<file path="src/rtl/instr_encoder.sv">
// instr_encoder: streaming MIPS-subset instruction encoder for the program-load path.
// Each symbolic instruction beat (mnemonic select plus operand fields) is packed into a
// 32-bit instruction word. The word is emitted with a sequential byte address toward the
// instruction-memory write logic.
// Optional feature macro: INSTR_ENCODER_FPU_EN. When it is defined, op_sel 11..15 encode
// as FPU instructions. When it is undefined, those selects are rejected as illegal beats.
module instr_encoder #(
  parameter int ADDR_W = 32
) (
  input  logic              clk,
  input  logic              reset_n,
  input  logic              start,
  input  logic [ADDR_W-1:0] base_addr,
  input  logic              in_valid,
  output logic              in_ready,
  input  logic              in_last,
  input  logic [3:0]        op_sel,
  input  logic [4:0]        rs,
  input  logic [4:0]        rt,
  input  logic [4:0]        rd,
  input  logic [15:0]       immediate,
  input  logic [25:0]       target,
  output logic              out_valid,
  input  logic              out_ready,
  output logic [ADDR_W-1:0] out_addr,
  output logic [31:0]       out_word,
  output logic              done,
  output logic              err_illegal,
  output logic [ADDR_W-1:0] word_count
);

  typedef enum logic [1:0] {IDLE, RUN, DRAIN} state_t;

  state_t            state;
  logic [ADDR_W-1:0] pointer;
  logic              enc_legal;
  logic [31:0]       enc_word;
  logic              beat;
  logic              out_xfer;

  // Input is accepted only while loading, and only when the output register can take a word.
  assign in_ready = (state == RUN) && (!out_valid || out_ready);
  assign beat     = in_valid && in_ready;
  assign out_xfer = out_valid && out_ready;

  // Combinational packing of the current beat into the decoder's word format.
  always_comb begin
    enc_legal = 1'b1;
    enc_word  = 32'h0;
    case (op_sel)
      4'd0:  enc_word = {6'h23, rs, rt, immediate};          // LW
      4'd1:  enc_word = {6'h2B, rs, rt, immediate};          // SW
      4'd2:  enc_word = {6'h02, target};                     // J
      4'd3:  enc_word = {6'h03, target};                     // JAL
      4'd4:  enc_word = {6'h05, rs, rt, immediate};          // BNE
      4'd5:  enc_word = {6'h08, rs, rt, immediate};          // ADDI
      4'd6:  enc_word = {6'h00, rs, rt, rd, 5'b0, 6'h0E};    // XORI (R-type form in this CPU)
      4'd7:  enc_word = {6'h00, rs, rt, rd, 5'b0, 6'h20};    // ADD
      4'd8:  enc_word = {6'h00, rs, rt, rd, 5'b0, 6'h22};    // SUB
      4'd9:  enc_word = {6'h00, rs, rt, rd, 5'b0, 6'h2A};    // SLT
      4'd10: enc_word = {6'h00, rs, 15'b0, 6'h08};           // JR: rt/rd ignored
`ifdef INSTR_ENCODER_FPU_EN
      4'd11: enc_word = {6'h11, rs, rt, rd, 5'b0, 6'h00};    // ADD.S
      4'd12: enc_word = {6'h11, rs, rt, rd, 5'b0, 6'h02};    // MUL.S
      4'd13: enc_word = {6'h11, rs, rt, rd, 5'b0, 6'h03};    // DIV.S
      4'd14: enc_word = {6'h11, rs, rt, rd, 5'b0, 6'h04};    // SQRT.S
      4'd15: enc_word = {6'h12, rs, rt, immediate};          // MULI.S
`else
      4'd11, 4'd12, 4'd13, 4'd14, 4'd15: enc_legal = 1'b0;   // FPU ops not built
`endif
      default: enc_legal = 1'b0;
    endcase
  end

  // Load-sequencing FSM with the output register, address pointer and status pulses.
  always_ff @(posedge clk or negedge reset_n) begin
    if (!reset_n) begin
      state       <= IDLE;
      pointer     <= '0;
      out_valid   <= 1'b0;
      out_word    <= 32'h0;
      out_addr    <= '0;
      done        <= 1'b0;
      err_illegal <= 1'b0;
      word_count  <= '0;
    end else begin
      done        <= 1'b0;
      err_illegal <= 1'b0;
      if (out_xfer) begin
        out_valid  <= 1'b0;
        word_count <= word_count + ADDR_W'(1);
      end
      case (state)
        IDLE: begin
          if (start) begin
            pointer    <= {base_addr[ADDR_W-1:2], 2'b00};
            word_count <= '0;
            state      <= RUN;
          end
        end
        RUN: begin
          if (beat) begin
            if (enc_legal) begin
              out_valid <= 1'b1;
              out_word  <= enc_word;
              out_addr  <= pointer;
              pointer   <= pointer + ADDR_W'(4);
            end else begin
              err_illegal <= 1'b1;
            end
            if (in_last) state <= DRAIN;
          end
        end
        DRAIN: begin
          // Finish once nothing is left in the output register after this edge.
          if (!out_valid || out_ready) begin
            done  <= 1'b1;
            state <= IDLE;
          end
        end
        default: state <= IDLE;
      endcase
    end
  end

endmodule
</file>
<file path="config.mk">
export PLATFORM = sky130hd
export DESIGN_NAME = instr_encoder
export DESIGN_NICKNAME = d
export VERILOG_FILES = /design/src/rtl/instr_encoder.sv
export SDC_FILE = /design/constraint.sdc
export NUM_CORES = 1
export LEC_CHECK = 0
export CORE_MARGIN = 2
export CORE_UTILIZATION = 32
export DETAILED_ROUTE_END_ITERATION = 6
export GPL_TIMING_DRIVEN = 1
export SYNTH_ARGS = -nofsm -noshare
export SYNTH_HDL_FRONTEND = slang
export SYNTH_SLANG_ARGS = --single-unit
</file>
<file path="constraint.sdc">
create_clock -name clk -period 2.2 [get_ports clk]
set_clock_uncertainty 0.1 [all_clocks]
set_input_delay 0.44 -clock clk [delete_from_list [all_inputs] [get_ports clk]]
set_output_delay 0.44 -clock clk [all_outputs]
set_load 0.1 [all_outputs]
</file>
# After elaboration in Yosys (flattened, before gate mapping)
# Cells that the tools add are included.
# Widths: inputs -> output; s select.
# word_totals
register_bits	133
input_bits	99
elab_cells	67
# op_classes
n_addsub	2
eq_ne	22
muxes	22
bitwise	1
n_reduce_logical	12
# ops
cell	count
$pmux 32 s11	1
$mux 32	6
$pmux 32 s2	1
$add 32x1->32 const B	1
$add 32x3->32 const B	1
$eq 4x4->1 const B	8
$eq 4x3->1 const B	4
$ne 2x2->1 const B	5
$mux 1	9
$eq 4x2->1 const B	2
$mux 2	4
$reduce_and 4->1	2
$pmux 2 s3	1
$reduce_or 5->1	1
$eq 4x1->1 const B	1
$logic_not 4->1	1
$logic_and 1x1->1	3
$reduce_and 3->1	1
$eq 2x1->1 const B	1
$eq 2x2->1 const B	1
$logic_not 2->1	1
$reduce_bool 2->1	1
$logic_not 1->1	1
$logic_or 1x1->1	1
$not 1->1	1

# Depth between registers and ports, before layout
# depth
word_depth	6
mapped_depth	7
mapped_depth_nobuf	6

# Least setup slack after synthesis
# Ideal clock, no wire load.
# synth_timing
path_kind	reg2out
from	register out_valid
to	output port in_ready
arrival_time_ps	2331
required_ps	1660
slack_ps	-671
path_stages_with_launch	3
n_path_buf	0
path_cell_list	dfrtp_1 nor2b_1 nor2_1
# synth_via
elab_chain_cells	3
# synth_rtl
element	line_no	source
from (decl)	23	output logic out_valid,
from (signal assigned)	80	out_valid <= 1'b0;
from (signal assigned)	90	out_valid <= 1'b0;
from (signal assigned)	104	out_valid <= 1'b1;
$logic_not 1->1	42	assign in_ready = (state == RUN) && (!out_valid || out_ready);
$logic_or 1x1->1	42	
$logic_and 1x1->1	42	
to (decl)	15	output logic in_ready,
# No other way between the ends.

# Worst setup path in the final report
# layout_timing
from	input port out_ready
to	output port in_ready
# layout_via
elab_chain_cells	2
# layout_rtl
element	line_no	source
from (decl)	24	input logic out_ready,
$logic_or 1x1->1	42	
$logic_and 1x1->1	42	
# No other way between the ends.

==> qor.yml <==
status: "finished clean"
yosysTopAreaCellShare: 0.490
grt_overflow: 0
drc: 0
slowest_stage: "clkdlybuf4s50_1"
synth_cells: 735
avgSynthCellArea_sq_um: 8.89
yosys.area.top_type: "dfrtp_1"
fill_cells: 1941
grt_use_met1: 0.250
floorplan.initialDensity: 0.324
nets: 1053
gr-usage-met2: 0.311
gp_congestion: 0.849
die-area_sq_um: 21600
drtAntennaViolNets: 0
hp-start: "out_word[5]"
cts_sinks: 128
hold_viol: 0
areaGrowthSynthToFinish_pct: 45.9
grt_max_degree: 54
reg2reg_depth: 6
place_hpwl_microns: 14100
min_period_ns: 2.13
wl_per_cell_microns: 15.8
fin_cells: 1236
whs_ns: 0.375
min_to: "out_word[5]"
clockBufferDepth: 2
end_kind: "output port"
cts-root-buf: "clkbuf_16"
grt_first_pass_wirelength_microns: 32300
seq_area_frac_synth: 0.490
synth_top_family_by_area: "simple AND/OR/NAND/NOR gates"
r2r_end: "pointer[26]"
viasPerCell: 4.93
slew_headroom: 0.455
worst_setup_path_start_kind: "input pin"
routed_wl_microns: 19600
async_flop_share: 1.00
die_x_microns: 147
use_met3: 0.0398
grt_busiest_layer: "met2"
die_h_microns: 147
power_uw: 14400
synth_area_sq_um: 6540
cap_viol_max_count: 0
dr.pass1.iters: 7
synth_mux_area_frac: 0.0138
portBuffers: 193
cts_max_level: 4
io_pins: 199
worst_pin_slew_ns: 0.811
synth-compound-area-share: 0.149
synth_cell_types: 63
critical_path.max_fanout: 5
cts_tree: "built"
clkTransAtPathRegs_ns: 0.06
power.density_nw_per_um2: 1510
cpPeakStageDelay_ns: 0.48
drv_slew: 0
rsz0062_at_grt: "no"
seqCellArea_sq_um: 3230
hold_depth: 2
p_leak_uw: 0.00423
crit-reg2reg-launch: "pointer[2]"
ys_warn_count: 0
min_path_type: "register to register"
ys.flop_type: "dfrtp_1"
track_usage: 0.187
final_util: 0.473
path_class: "input pin to output port"
fmax_ghz: 0.471
antenna_found_initial: 0
crit_arrival_ns: 1.59
clkLatencyLatePin_ns: 0.42
core_area_sq_um: 20200
numCtsBuffers: 17
ir_drop_mv: 1.19
grt_pass1_vias: 6145
drtIter0Drc: 309
synth-seq-cells: 128
required_ns: 1.66
num_rows: 52
synthAdderAreaFrac: 0.00383
place_inst: 1202
synth_edf_count: 0
r2r_setup_slack_ns: 0.18
min_period_over_period: 0.966
synthSimpleGateAreaFrac: 0.262
setup_viol: 0
synth_area_leaders: "dfrtp_1 49%, nand2_1 8.4%, nor2_1 5.2%"
vias: 6094
synth_xor_area_frac: 0.0375
drive_above_1_share: 0.242
multi_input_area_sq_um: 3090
crit_chain: "clkdlybuf4s50_1 -> buf_4 -> nor2b_1 -> nor2_4 -> buf_12"
## routing by layer
metal  share of wire  wire, microns
met1            0.46           8980
met3           0.049            960
met5               0              0
met4          0.0099            193
met2            0.48           9440
## how the worst max path moves through the flow
stage                        start             end  slack [ns]
floorplan           word_count[18]  word_count[28]        0.02
global placement         op_sel[2]    out_word[14]       -0.14
detailed placement       op_sel[2]    out_word[14]       -0.19
CTS                      out_ready        in_ready        0.09
global route            pointer[3]     pointer[26]        0.01
finish                   out_ready        in_ready        0.07
## final cells by class
cell class                      count  share of cell area
Clock inverter                     11              0.0137
Clock buffer                       21              0.0504
Tap cell                          270              0.0354
Inverter                           11             0.00433
Sequential cell                   128               0.339
Multi-Input combinational cell    546               0.324
Timing Repair Buffer              248               0.233
Antenna cell                        1            0.000263
## where the power goes
group | internal (uW) | leakage [uW] | switching, uW
Clock | 1790 | 0.000288 | 1090
Combinational | 1830 | 0.00238 | 5830
Sequential | 3180 | 0.00156 | 680
Total | 6810 | 0.00423 | 7600
## cells in the mapped netlist, types with 6 or more instances
cell type	n
nor3_1	15
o22ai_1	10
inv_1	10
clkbuf_1	18
mux2i_1	9
nor4_1	6
xnor2_1	21
and3_1	12
nand4_1	9
nand2b_1	6
a221oi_1	17
dfrtp_1	128
xor2_1	7
a21oi_1	42
a211oi_1	8
or3_1	8
buf_2	23
nand2_1	146
nor3_2	7
o21ai_0	31
buf_1	7
nand3_1	24
nor2_1	91
## cells in the final DEF, fill, tap and decap left out, drive strengths merged, types with 10 or more instances in the layout
master           n
nor3            23
xnor2           21
clkdlybuf4s50   95
nor2            92
nand3           26
inv             12
buf            152
nand4           13
a21oi           42
o22ai           10
and3            12
a221oi          17
clkbuf          21
o21ai           35
dfrtp          128
nand2          146
## through the flow
| stage | setup TNS (ns) | instance area, sq um | worst slack (ns) |
|---|---|---|---|
| 6_report | 0 | 9530 | 0.0748 |
| 3_3_place_gp | -5.14 | 8910 | -0.136 |
| 4_1_cts | 0 | 9530 | 0.0871 |
| 2_1_floorplan | 0 | 6580 | 0.0204 |
| 3_5_place_dp | -6.41 | 8910 | -0.186 |
| 5_1_grt | 0 | 9530 | 0.00968 |
## critical path, delay by kind of cell
family                 cells  cell delay [ns]
buffers and inverters      3             0.84
and+or+nand+nor            2             0.30
## timing repair
action,CTS,global route
endpoints found under the setup margin,0,1
resized for setup,0,0
hold endpoints to repair,40,0
hold buffers,1,0
setup buffers,0,0
## state kept, by name (all words and copies together) (netlist names)
signal and cells:
done 1, err_illegal 1, out_addr 30, out_valid 1, out_word 31, pointer 30, state 2, word_count 32
## kinds of logic after synthesis
kind of cell / after synthesis
adders and majority gates: 2
DFF: 128
xor gates and xnor gates: 28
buffers and inverters: 63
other: 1
AOI/OAI and AO/OA: 149
muxes: 9
and+or+nand+nor: 355
Power figures use the tool's default switching activity.
